`src/rtl/kmeans_pkg.sv`:
```
// kmeans_pkg: constants and types shared by the kMeans host-side driver
// (kmeans_stream_tx, kmeans_lfsr16) and the kMeans clustering core.
//   CLUSTER_SIZE      : number of centroids sent and received per job
//   DATA_SIZE         : default number of points streamed per job
//   POINT_W           : point word width, {x[7:0], y[7:0]}
//   LFSR_DEFAULT_SEED : replaces an all-zero seed (zero would lock the LFSR)
//   LFSR_TAP_MASK     : feedback taps s[0], s[2], s[3], s[5]
package kmeans_pkg;

  localparam int CLUSTER_SIZE = 4;
  localparam int DATA_SIZE    = 4096;
  localparam int POINT_W      = 16;

  localparam logic [POINT_W-1:0] LFSR_DEFAULT_SEED = 16'hACE1;
  localparam logic [POINT_W-1:0] LFSR_TAP_MASK     = 16'h002D;

  typedef enum logic [1:0] {
    ST_IDLE,
    ST_SEND_INIT,
    ST_SEND_DATA,
    ST_WAIT_RESULT
  } kmeans_state_e;

endpackage

```
`src/rtl/kmeans_lfsr16.sv`:
```
// kmeans_lfsr16: 16-bit Fibonacci LFSR, right shift, used as the point
// generator for the kMeans driver.
//   clk, rst_n : clock, synchronous active-low reset
//   load       : load seed into the register (takes priority over en)
//   seed       : value loaded on load
//   en         : advance one step
//   state      : current LFSR value
module kmeans_lfsr16
  import kmeans_pkg::*;
(
  input  logic               clk,
  input  logic               rst_n,
  input  logic               load,
  input  logic [POINT_W-1:0] seed,
  input  logic               en,
  output logic [POINT_W-1:0] state
);

  logic fb;

  // Feedback is the XOR of the tapped bits; it enters at the MSB.
  assign fb = ^(state & LFSR_TAP_MASK);

  always_ff @(posedge clk) begin
    if (!rst_n) begin
      state <= LFSR_DEFAULT_SEED;
    end else if (load) begin
      state <= seed;
    end else if (en) begin
      state <= {fb, state[POINT_W-1:1]};
    end
  end

endmodule

```
`src/rtl/kmeans_stream_tx.sv`:
```
// kmeans_stream_tx: host-side driver for the kMeans core. On start it
// streams the 4 initial centroids followed by DATA_SIZE LFSR points as one
// contiguous in_valid burst, then collects 4 result centroids and reports
// done, or timeout if they do not all arrive within TIMEOUT_CYCLES.
//   clk, rst_n : clock, synchronous active-low reset (shared with the core)
//   start      : single-cycle job request, ignored while busy
//   seed       : LFSR seed (0 -> LFSR_DEFAULT_SEED), latched on start
//   init_pts   : initial centroids, word k = init_pts[16k+15:16k]
//   tx_valid   : core in_valid
//   tx_data    : core in_data, forced to 0 whenever tx_valid is low
//   rx_valid   : core out_valid
//   rx_data    : core out_data
//   busy       : job in progress
//   done       : one-cycle pulse, 4th result word captured
//   timeout    : one-cycle pulse, result wait expired
//   result     : captured centroids, word k = result[16k+15:16k]
module kmeans_stream_tx #(
  parameter int DATA_SIZE      = kmeans_pkg::DATA_SIZE,
  parameter int TIMEOUT_CYCLES = 1 << 24
) (
  input  logic                                              clk,
  input  logic                                              rst_n,
  input  logic                                              start,
  input  logic [kmeans_pkg::POINT_W-1:0]                    seed,
  input  logic [kmeans_pkg::CLUSTER_SIZE*kmeans_pkg::POINT_W-1:0] init_pts,
  output logic                                              tx_valid,
  output logic [kmeans_pkg::POINT_W-1:0]                    tx_data,
  input  logic                                              rx_valid,
  input  logic [kmeans_pkg::POINT_W-1:0]                    rx_data,
  output logic                                              busy,
  output logic                                              done,
  output logic                                              timeout,
  output logic [kmeans_pkg::CLUSTER_SIZE*kmeans_pkg::POINT_W-1:0] result
);

  import kmeans_pkg::*;

  localparam int PT_W = $clog2(DATA_SIZE);
  localparam int TO_W = $clog2(TIMEOUT_CYCLES + 1);
  localparam logic [PT_W-1:0] PT_LAST = PT_W'(DATA_SIZE - 1);
  localparam logic [TO_W-1:0] TO_LAST = TO_W'(TIMEOUT_CYCLES);

  typedef logic [CLUSTER_SIZE-1:0][POINT_W-1:0] word_arr_t;

  function automatic logic [POINT_W-1:0] eff_seed(input logic [POINT_W-1:0] s);
    return (s == '0) ? LFSR_DEFAULT_SEED : s;
  endfunction

  kmeans_state_e      state_q, state_d;
  logic [1:0]         init_cnt_q, init_cnt_d;
  logic [PT_W-1:0]    pt_cnt_q, pt_cnt_d;
  logic [1:0]         rx_cnt_q, rx_cnt_d;
  logic [TO_W-1:0]    to_cnt_q, to_cnt_d;
  logic               tx_valid_d;
  logic [POINT_W-1:0] tx_data_d;
  logic               busy_d, done_d, timeout_d;
  word_arr_t          result_q, result_d;
  word_arr_t          init_q;
  logic               init_latch;
  logic               lfsr_load, lfsr_en;
  logic [POINT_W-1:0] lfsr_state;

  kmeans_lfsr16 u_lfsr (
    .clk   (clk),
    .rst_n (rst_n),
    .load  (lfsr_load),
    .seed  (eff_seed(seed)),
    .en    (lfsr_en),
    .state (lfsr_state)
  );

  always_comb begin
    state_d    = state_q;
    init_cnt_d = init_cnt_q;
    pt_cnt_d   = pt_cnt_q;
    rx_cnt_d   = rx_cnt_q;
    to_cnt_d   = to_cnt_q;
    tx_valid_d = 1'b0;
    tx_data_d  = '0;
    busy_d     = busy;
    done_d     = 1'b0;
    timeout_d  = 1'b0;
    result_d   = result_q;
    init_latch = 1'b0;
    lfsr_load  = 1'b0;
    lfsr_en    = 1'b0;

    case (state_q)
      ST_IDLE: begin
        if (start) begin
          // Word 0 comes straight from the port so the burst starts on the
          // cycle right after start; words 1..3 come from the latched copy.
          state_d    = ST_SEND_INIT;
          init_latch = 1'b1;
          lfsr_load  = 1'b1;
          result_d   = '0;
          busy_d     = 1'b1;
          tx_valid_d = 1'b1;
          tx_data_d  = init_pts[POINT_W-1:0];
          init_cnt_d = '0;
        end
      end

      ST_SEND_INIT: begin
        // init_cnt_q is the index of the word currently on tx_data.
        tx_valid_d = 1'b1;
        if (init_cnt_q == 2'd3) begin
          state_d   = ST_SEND_DATA;
          tx_data_d = lfsr_state;
          lfsr_en   = 1'b1;
          pt_cnt_d  = '0;
        end else begin
          tx_data_d  = init_q[init_cnt_q + 2'd1];
          init_cnt_d = init_cnt_q + 2'd1;
        end
      end

      ST_SEND_DATA: begin
        // pt_cnt_q is the index of the point currently on tx_data; the LFSR
        // is always one step ahead of what is being presented.
        if (pt_cnt_q == PT_LAST) begin
          state_d  = ST_WAIT_RESULT;
          to_cnt_d = '0;
          rx_cnt_d = '0;
        end else begin
          tx_valid_d = 1'b1;
          tx_data_d  = lfsr_state;
          lfsr_en    = 1'b1;
          pt_cnt_d   = pt_cnt_q + PT_W'(1);
        end
      end

      ST_WAIT_RESULT: begin
        to_cnt_d = to_cnt_q + TO_W'(1);
        if (rx_valid) begin
          result_d[rx_cnt_q] = rx_data;
          rx_cnt_d           = rx_cnt_q + 2'd1;
        end
        // A 4th word arriving on the expiry cycle completes the job.
        if (rx_valid && (rx_cnt_q == 2'd3)) begin
          done_d  = 1'b1;
          busy_d  = 1'b0;
          state_d = ST_IDLE;
        end else if (to_cnt_q == TO_LAST) begin
          timeout_d = 1'b1;
          busy_d    = 1'b0;
          state_d   = ST_IDLE;
        end
      end

      default: begin
        state_d = ST_IDLE;
      end
    endcase
  end

  always_ff @(posedge clk) begin
    if (!rst_n) begin
      state_q    <= ST_IDLE;
      init_cnt_q <= '0;
      pt_cnt_q   <= '0;
      rx_cnt_q   <= '0;
      to_cnt_q   <= '0;
      tx_valid   <= 1'b0;
      tx_data    <= '0;
      busy       <= 1'b0;
      done       <= 1'b0;
      timeout    <= 1'b0;
      result_q   <= '0;
    end else begin
      state_q    <= state_d;
      init_cnt_q <= init_cnt_d;
      pt_cnt_q   <= pt_cnt_d;
      rx_cnt_q   <= rx_cnt_d;
      to_cnt_q   <= to_cnt_d;
      tx_valid   <= tx_valid_d;
      tx_data    <= tx_data_d;
      busy       <= busy_d;
      done       <= done_d;
      timeout    <= timeout_d;
      result_q   <= result_d;
    end
  end

  always_ff @(posedge clk) begin
    if (init_latch) begin
      init_q <= init_pts;
    end
  end

  assign result = result_q;

endmodule

```
`config.mk`:
```
export PLATFORM = sky130hd
export DESIGN_NAME = kmeans_stream_tx
export DESIGN_NICKNAME = d
export VERILOG_FILES = /design/src/rtl/kmeans_pkg.sv /design/src/rtl/kmeans_lfsr16.sv /design/src/rtl/kmeans_stream_tx.sv
export SDC_FILE = /design/constraint.sdc
export NUM_CORES = 1
export LEC_CHECK = 0
export CAP_MARGIN = 20
export CORE_MARGIN = 3
export CORE_UTILIZATION = 46
export CTS_CLUSTER_DIAMETER = 50
export DETAILED_ROUTE_END_ITERATION = 7
export GPL_TIMING_DRIVEN = 1
export HOLD_SLACK_MARGIN = 0.06
export PLACE_DENSITY = 0.83
export REMOVE_ABC_BUFFERS = 1
export SYNTH_ARGS = -nofsm -noshare
export SYNTH_HDL_FRONTEND = slang
export SYNTH_SLANG_ARGS = --single-unit
```
`constraint.sdc`:
```
create_clock -name clk -period 3.35 [get_ports clk]
set_input_delay 0.335 -clock clk [delete_from_list [all_inputs] [get_ports clk]]
set_output_delay 0.335 -clock clk [all_outputs]
set_load 0.005 [all_outputs]
```
==> impl_metrics.yaml, run 1 <==
status:
  status: "finished, final reports clean"
yosys:
  syn_inst: 776
  post-synth-top-count-cell: "dfxtp_1"
  post_synth.cell_area_avg_um2: 11.1
  yosysSeqAreaShare_pct: 55.5
  synth_edf_count: 64
  netlist.area_leader.share_pct: 33.2
  synth-main-ff-cell: "dfxtp_1"
  yosys_warnings: 0
  synthesis.area_um2: 8630
  yosysTopAreaCell: "dfxtp_1"
  post_synth_num_cell_types: 60
  yosys_register_bits: 207
  async_flop_share_pct: 0
  ys_top_cells_by_area: "dfxtp_1 (33%), edfxtp_1 (22%), a32oi_1 (4.9%)"
  synthTopCellsByCount: "dfxtp_1 (143), nor2b_1 (65), edfxtp_1 (64)"
setup_path:
  worstSetupStartpointType: "register"
  crit_family: "simple AND/OR/NAND/NOR gates"
  r2r_start: "state_q[0]"
  critPathKind: "register to register"
  reg2regPathDepth: 8
  reg2reg_to: "to_cnt_q[24]"
  worst-path-max-fanout: 10
  critical_path_arrival_ns: 3.03
  cp-end-kind: "register"
  worstPathCellList: "inv_1 -> ha_1 -> inv_1 -> nor4_4 -> buf_4 -> o2111ai_2 -> or3_1 -> a21oi_1"
  max_stage_delay_ns: 0.50
  crit_top_cell: "inv_1"
  crit_buf_inv: 3
  reg2reg_slack_ns: 0.74
  crit_slowest_cell: "nor4_4"
  required_ns: 3.78
sta:
  final-setup-viol-count: 0
  finalHoldViolations: 0
  worst_pin_slew_ns: 0.833
  clock_skew_ns: 0.00734
  drv_slew: 0
  rsz0062_at_grt: "no"
  fin_crit_ns: 2.61
  max-slew-margin-rel_pct: 44.4
  timing.final.crit_share_pct: 77.8
  max_freq_mhz: 384
floorplanning:
  start_util_pct: 47.4
  die_w_um: 143
  ios: 184
  core_um2: 18200
  fp-row-count: 49
  dieArea_um2: 20400
  die_y_um: 143
placement:
  post-dp-hpwl_um: 15000
  io_buffers: 183
  routabilityCongestion: 0.864
  dpl.cell_count: 1152
worst_hold_path:
  hold_path.class: "input port to register"
  hold_end: "init_q[40]"
  hold_depth: 1
  hold_start: "init_pts[40]"
detailed_routing:
  dr.pass1.iters: 5
  dr_total_vias: 6871
  routedWlPerCell_um: 18.2
  drt.antenna.violating_nets: 0
  dr.first_iter.drc_count: 464
  vias_per_cell: 5.74
  postRouteWirelength_um: 21800
  drcViolationCount: 0
clocking:
  clk_latency_ns: 0.50
  clock_path_buffers: 3
  cts_max_level: 1
  cts_tree: "yes"
  root_buffer: "clkbuf_16"
  cts_hold_buf: 0
  clk_pin_slew_ns: 0.06
  ctsResizeCount: 0
  numCtsBuffers: 25
  cts.sinks: 207
  post_cts_buffers: 0
global_routing:
  grt_remaining_overflow: 0
  grt_pass1_wl_um: 34900
  grt_use_met2_pct: 35.4
  grt_max_degree: 64
  grt_antenna_before_repair: 0
  busiest_layer: "met2"
  met3_usage_pct: 4.69
  grt_usage_pct: 20.9
  grt_pass1_vias: 6839
  grt_use_met1_pct: 27.0
cells_and_area:
  fill_cells: 1427
  fin_util_pct: 63.0
  drive_gt1_share_pct: 9.91
  fin_cells: 1198
  finalNetCount: 1063
  diodes: 0
  syn_to_final_growth_pct: 32.9
power_and_ir_drop:
  irDropWorstVdd_uv: 521
  p_int_w: 0.00540
  cellPowerDensity_nw_per_um2: 688
  seqPwrFrac_pct: 41.0
  clkPwrFrac_pct: 31.9
  p_switching_w: 0.00249
  p_comb_share_pct: 27.1
  swShare_pct: 31.6
  power_leakage_nw: 3.87
flow_run:
  drv_cap: 0
layout by cell type (no fill, tap or decap), types with 22 or more instances in the layout:
| cell type | synthesis | final |
|---|---|---|
| clkdlybuf4s50_1 | 0 | 182 |
| dfxtp_1 | 143 | 143 |
| nor2b_1 | 65 | 65 |
| edfxtp_1 | 64 | 64 |
| nand2_1 | 53 | 53 |
| a32oi_1 | 48 | 48 |
| nor2_1 | 40 | 40 |
| o21ai_0 | 39 | 39 |
| a22oi_1 | 36 | 36 |
| clkbuf_16 | 0 | 25 |
| inv_1 | 23 | 22 |
cell families (layout without fill, tap and decap cells):
kind of cell    count (synthesis)  count (layout)  synth area share (%)
xor+xnor                       28              28                  2.84
compound gates                188             188                  15.8
simple gates                  244             244                  16.0
fa+ha+maj                      12              12                  1.74
mux                            19              19                  4.54
flops                         207             207                  55.5
buf+inv                        78             271                  3.61
worst max-delay path by stage:
stage / startpoint / endpoint / slack, ns / depth (start not counted)
final: state_q[0] / to_cnt_q[24] / 0.74 / 8
after global routing: state_q[0] / to_cnt_q[24] / 0.54 / 8
after CTS: state_q[0] / to_cnt_q[24] / 0.77 / 8
after detailed placement: state_q[0] / to_cnt_q[24] / 0.77 / 8
after global placement: state_q[0] / to_cnt_q[24] / 0.88 / 8
after floorplan: state_q[0] / u_lfsr.state[15] / -0.37 / 7
cell type report:
cell class	count	area [um2]	share of cell area (%)
Tap cell	229	287	2.50
Sequential cell	207	4780	41.7
Timing Repair Buffer	202	1980	17.2
Clock inverter	11	76.3	0.666
Inverter	24	91.3	0.796
Clock buffer	34	709	6.19
Multi-Input combinational cell	491	3540	30.9
layer usage:
metal | routed length [um] | up-vias
met5 | 0 | -
met4 | 546 | 0
met3 | 2020 | 45
met2 | 10400 | 332
met1 | 8850 | 3223
li1 | - | 3271
through the flow:
step	instance area [um2]	hold WS, ns	TNS, ns	setup WS, ns	total power [W]
floorplan	8410	0.424	-2.72	-0.370	0.00447
global placement	10600	0.461	0	0.880	0.00528
detailed placement	10700	0.473	0	0.771	0.00540
CTS	11500	0.370	0	0.767	0.00793
global route	11500	0.373	0	0.543	0.00828
finish	11500	0.385	0	0.744	0.00789
state kept, by name, summed over array words and instances, names as in the netlist:
name / cells
to_cnt_q: 25
tx_valid: 1
pt_cnt_q: 12
init_cnt_q: 2
tx_data: 16
u_lfsr.state: 16
init_q: 64
result: 64
done: 1
timeout: 1
state_q: 2
rx_cnt_q: 2
busy: 1
power groups by stage:
stage / clock [W] / sequential (W) / combinational, W
final: 0.00251 / 0.00324 / 0.00214
after global placement: 0 / 0.00326 / 0.00201
after detailed placement: 0 / 0.00328 / 0.00212
after floorplan: 0 / 0.00326 / 0.00121
after global routing: 0.00266 / 0.00327 / 0.00235
after CTS: 0.00256 / 0.00324 / 0.00213
worst register-to-register path, stage by stage, from the launching register on:
cell and delay (ns):
dfxtp_1 0.33, inv_1 0.09, ha_1 0.40, inv_1 0.19
nor4_4 0.50, buf_4 0.26, o2111ai_2 0.22, or3_1 0.40
a21oi_1 0.15
(Power assumes the default switching activity.)
==> inputs of run 2 (changes only) <==
==> constraint.sdc (replaced) <==
create_clock -name clk -period 2.11 [get_ports clk]
set_input_delay 0.211 -clock clk [delete_from_list [all_inputs] [get_ports clk]]
set_output_delay 0.211 -clock clk [all_outputs]
set_load 0.005 [all_outputs]
==> run 2 against run 1 <==
- clock skew increased by 0.0043 ns
- first-iteration DRC count increased by 7.8%
- sequential power increased by 59%
- clock power increased by 73%
- combinational power increased by 69%
- utilization increased by 1.8 points
==> impl_metrics.yaml, run 2 (synthesized netlist as in run 1, its figures left out) <==
detailed_routing:
  drcViolationCount: 0
  dr.pass1.iters: 5
  postRouteWirelength_um: 22900
  dr.first_iter.drc_count: 500
  dr_total_vias: 7019
  drt.antenna.violating_nets: 0
  vias_per_cell: 5.75
  routedWlPerCell_um: 18.8
setup_path:
  cp-end-kind: "register"
  worstSetupStartpointType: "register"
  crit_family: "simple AND/OR/NAND/NOR gates"
  r2r_start: "pt_cnt_q[1]"
  reg2regPathDepth: 7
  worst-path-max-fanout: 9
  worstPathCellList: "ha_1 -> nand3_2 -> buf_4 -> o31a_1 -> nor4_2 -> xnor2_1 -> nor2_1"
  crit_slowest_cell: "o31a_1"
  crit_buf_inv: 1
  max_stage_delay_ns: 0.44
  critical_path_arrival_ns: 2.42
  reg2reg_to: "to_cnt_q[7]"
  critPathKind: "register to register"
  required_ns: 2.51
  reg2reg_slack_ns: 0.09
worst_hold_path:
  hold_path.class: "input port to register"
  hold_end: "state_q[0]"
  hold_start: "rst_n"
  hold_depth: 2
cells_and_area:
  final_area_um2: 11800
  final_cell_mix: "clkdlybuf4s50_1 (182), dfxtp_1 (143), nor2b_1 (65)"
  final_common_cell: "clkdlybuf4s50_1"
  fin_cells: 1221
  finalNetCount: 1086
  syn_to_final_growth_pct: 36.8
  drive_gt1_share_pct: 13.0
  diodes: 0
power_and_ir_drop:
  p_switching_w: 0.00412
  p_comb_share_pct: 27.6
  p_int_w: 0.00898
  seqPwrFrac_pct: 39.2
  clkPwrFrac_pct: 33.2
  swShare_pct: 31.5
  cellPowerDensity_nw_per_um2: 1110
  power_leakage_nw: 4.04
  irDropWorstVdd_uv: 894
sta:
  setup_slack_ns: 0.0914
  fin_crit_ns: 2.02
  max-slew-margin-rel_pct: 57.4
  rsz0062_at_grt: "yes"
  tns_ns: 0
  clock_skew_ns: 0.0116
  max_freq_mhz: 495
  finalHoldViolations: 0
  final-setup-viol-count: 0
  whs_ns: 0.115
  timing.final.crit_share_pct: 95.7
  drv_slew: 0
  worst_pin_slew_ns: 0.639
clocking:
  clk_latency_ns: 0.50
  post_cts_buffers: 0
  cts.sinks: 207
  root_buffer: "clkbuf_16"
  numCtsBuffers: 25
  clk_pin_slew_ns: 0.06
  cts_tree: "yes"
  clock_path_buffers: 3
  cts_max_level: 1
placement:
  io_buffers: 183
  dpl_worst_slack_ns: 0.0878
  post-dp-hpwl_um: 15700
  dpl_cell_area_um2: 10900
  dpl.cell_count: 1176
  routabilityCongestion: 0.853
global_routing:
  grt_pass1_vias: 7028
  grt_use_met1_pct: 28.5
  grt_use_met2_pct: 38.4
  busiest_layer: "met2"
  grt_remaining_overflow: 0
  grt_max_degree: 54
  met3_usage_pct: 4.72
  grt_usage_pct: 22.2
  grt_antenna_before_repair: 0
  grt_pass1_wl_um: 37100
status:
  status: "finished, final reports clean"
flow_run:
  drv_cap: 0
floorplanning:
  core_um2: 18200
  die_w_um: 143
  dieArea_um2: 20400
  fp-row-count: 49
  start_util_pct: 47.4
  ios: 184
  die_y_um: 143
[run 2: cell types whose count changed in the layout (fill, tap and decap cells not counted), sizes merged]
cell and change:
clkinvlp -4, inv +4, clkbuf -5, bufinv +2, clkinv +2, buf +24
[run 2: per-stage QoR]
step,utilization (%),power (W)
after floorplan,-,0.00710
after detailed placement,59.9,0.00878
after CTS,64.6,0.0132
after global routing,64.8,0.0138
final,64.8,0.0131
after global placement,59.9,0.00870
[run 2: per-layer routing]
layer  wire, um  up-vias
met2      11300      309
met4        480        0
met3       1790       38
li1           -     3323
met5          0        -
met1       9370     3349
[run 2: layout make-up]
| cell class | count | area (um2) |
|---|---|---|
| fill | 1407 | 6410 |
| sequential | 207 | 4780 |
| multi-input combinational | 491 | 3580 |
| timing repair buffer | 225 | 2200 |
| clock buffer | 30 | 684 |
| tap | 229 | 287 |
| clock inverter | 15 | 169 |
| inverter | 24 | 91.3 |
[run 2: repair_timing]
item / in CTS / in global routing
gates resized for setup: 0 / 8
hold endpoints to repair: 0 / 0
endpoints found under the setup margin: 0 / 55
hold buffers: 0 / 0
[run 2: how the worst max path moves through the flow]
| stage | cells past startpoint | start | slack (ns) | endpoint |
|---|---|---|---|---|
| final | 7 | pt_cnt_q[1] | 0.09 | to_cnt_q[7] |
| after global routing | 7 | pt_cnt_q[1] | -0.02 | to_cnt_q[9] |
| after CTS | 7 | pt_cnt_q[1] | 0.08 | to_cnt_q[7] |
| after detailed placement | 7 | pt_cnt_q[1] | 0.09 | to_cnt_q[7] |
| after global placement | 7 | start | 0.15 | u_lfsr.state[15] |
| after floorplan | 7 | state_q[0] | -1.61 | u_lfsr.state[15] |
[run 2: power by group through the flow]
stage | registers [W] | clock network [W] | logic [W]
after detailed placement | 0.00521 | 0 | 0.00357
after global placement | 0.00518 | 0 | 0.00351
after global routing | 0.00520 | 0.00461 | 0.00397
after floorplan | 0.00518 | 0 | 0.00193
final | 0.00514 | 0.00434 | 0.00362
after CTS | 0.00514 | 0.00442 | 0.00360
[run 2: worst reg2reg max path, stage by stage, from the launching register on]
cell and delay (ns):
dfxtp_1 0.35, ha_1 0.20, nand3_2 0.12, buf_4 0.18, o31a_1 0.44, nor4_2 0.41
xnor2_1 0.18, nor2_1 0.05
==> inputs of run 3 (changes only) <==
--- a/config.mk
+++ b/config.mk
@@ -6,13 +6,12 @@
 export NUM_CORES = 1
 export LEC_CHECK = 0
 export CAP_MARGIN = 20
-export CORE_MARGIN = 3
 export CORE_UTILIZATION = 46
 export CTS_CLUSTER_DIAMETER = 50
 export DETAILED_ROUTE_END_ITERATION = 7
 export GPL_TIMING_DRIVEN = 1
 export HOLD_SLACK_MARGIN = 0.06
-export PLACE_DENSITY = 0.83
+export PLACE_DENSITY = 0.86
 export REMOVE_ABC_BUFFERS = 1
 export SYNTH_ARGS = -nofsm -noshare
 export SYNTH_HDL_FRONTEND = slang
==> run 3 against run 2 <==
- the run now ends with design-rule violations left
- final cell count rose by 0.74%
- fmax rose by 0.84%
- clock skew fell by 0.0030 ns
- worst setup slack improved by 0.017 ns
- utilization rose by 0.61 points
- register-to-register slack improved by 0.02 ns
- sequential share of layout area fell by 0.24 points
- largest power group unchanged
- largest cell class unchanged
- sequential power barely moved
- global-route usage rose by 0.37 points
- critical endpoint is now tx_data[7]
- flip-flop and latch count did not move
- critical path type unchanged
- design area rose by 0.60%
==> impl_metrics.yaml, run 3 (synthesized netlist as in run 1, its figures left out) <==
cells_and_area:
  fin_cells: 1230
  syn_to_final_growth_pct: 37.6
  drive_gt1_share_pct: 13.3
  diodes: 0
  final_cell_mix: "clkdlybuf4s50_1 (182), dfxtp_1 (143), nor2b_1 (64), edfxtp_1 (64), nand2_1 (52)"
  final_common_cell: "clkdlybuf4s50_1"
  final_area_um2: 11900
  fin_util_pct: 65.4
  finalNetCount: 1093
detailed_routing:
  drcViolationCount: 16
  dr.pass1.iters: 8
  postRouteWirelength_um: 22300
  dr_total_vias: 7112
  dr.first_iter.drc_count: 520
  vias_per_cell: 5.78
  routedWlPerCell_um: 18.1
  drt.antenna.violating_nets: 0
setup_path:
  cp-end-kind: "register"
  critical_path_arrival_ns: 2.39
  required_ns: 2.50
  worst-path-max-fanout: 39
  critPathKind: "register to register"
  worstSetupStartpointType: "register"
sta:
  finalHoldViolations: 0
  clock_skew_ns: 0.00863
  worst_pin_slew_ns: 0.483
  rsz0062_at_grt: "yes"
  fin_crit_ns: 2.00
  tns_ns: 0
  drv_slew: 0
  timing.final.crit_share_pct: 94.9
  whs_ns: 0.124
  max-slew-margin-rel_pct: 67.8
  final-setup-viol-count: 0
  max_freq_mhz: 500
clocking:
  cts_max_level: 1
  cts_tree: "yes"
  clk_latency_ns: 0.52
  numCtsBuffers: 26
  clock_path_buffers: 3
  cts.sinks: 207
  cts_hold_buf: 0
  root_buffer: "clkbuf_16"
  clk_pin_slew_ns: 0.06
global_routing:
  grt_antenna_before_repair: 0
  grt_pass1_wl_um: 35500
  grt_remaining_overflow: 0
  grt_usage_pct: 22.6
  grt_max_degree: 66
  grt_pass1_vias: 6877
status:
  violations: "design-rule violations"
  status: "finished with violations"
power_and_ir_drop:
  cellPowerDensity_nw_per_um2: 1110
  irDropWorstVdd_uv: 784
  power_leakage_nw: 4.08
placement:
  dpl_cell_area_um2: 10900
  post-dp-hpwl_um: 15100
  io_buffers: 183
  dpl.cell_count: 1180
  routabilityCongestion: 0.856
floorplanning:
  die_w_um: 139
  core_um2: 18100
  die_y_um: 139
  start_util_pct: 47.5
  fp-row-count: 49
  ios: 184
  dieArea_um2: 19300
flow_run:
  drv_cap: 0
worst_hold_path:
  hold_path.class: "input port to register"
run 3: cell count changes in the layout (fill, tap and decap cells not counted), moves of 2 or more:
| cell | change |
|---|---|
| buf_4 | +5 |
| clkbuf_16 | +3 |
| clkbuf_8 | -2 |
| clkinv_1 | +2 |
| clkinv_4 | +2 |
| inv_6 | -2 |
| nor4_1 | +2 |
| nor4_2 | -2 |
run 3: stage by stage:
step	power [W]	setup slack [ns]
finish	0.0132	0.108
floorplan	0.00710	-1.61
global placement	0.00872	0.156
detailed placement	0.00883	0.0417
CTS	0.0132	0.0618
global route	0.0138	0.00164
run 3: final cells by class:
class / count / area [um2]
fill: 1359 / 6280
clock buffer: 30 / 707
sequential: 207 / 4780
clock inverter: 18 / 148
inverter: 24 / 91.3
tap: 229 / 287
timing repair buffer: 231 / 2270
multi-input combinational: 491 / 3590
run 3: final timing paths:
| kind | start | end | slack (ns) | depth (start not counted) |
|---|---|---|---|---|
| worst min register to register | u_lfsr.state[11] | tx_data[11] | 0.49 | 2 |
| worst max-delay path | state_q[0] | tx_data[7] | 0.11 | 8 |
| worst min-delay path | rst_n | u_lfsr.state[7] | 0.12 | 2 |
| worst max register to register | state_q[0] | tx_data[7] | 0.11 | 8 |
run 3: power breakdown:
part	switching, W	internal [W]
logic	0.00211	0.00164
clock network	0.00174	0.00256
registers	0.000316	0.00481
run 3: worst max-delay path, cell delays in order, from the launching register on:
cell	delay, ns
dfxtp_1	0.39
inv_1	0.09
ha_1	0.31
nand2_1	0.13
buf_4	0.21
clkinv_2	0.16
buf_12	0.22
a22oi_1	0.24
o21ai_0	0.11
run 3: routing by layer:
| metal | GRT usage [%] | part of all wire (%) | up-vias |
|---|---|---|---|
| met5 | 0 | 0 | - |
| met4 | 9.18 | 3.6 | 0 |
| met3 | 4.42 | 8.3 | 57 |
| met2 | 38.1 | 48 | 340 |
| met1 | 28.5 | 40 | 3373 |
| li1 | - | - | 3342 |
run 3: timing repair:
action / in CTS / in global routing
cloned: 0 / 1
pin swaps: 1 / 1
buffers inserted: 0 / 1
resized for setup: 0 / 6
setup endpoints to repair: 1 / 20
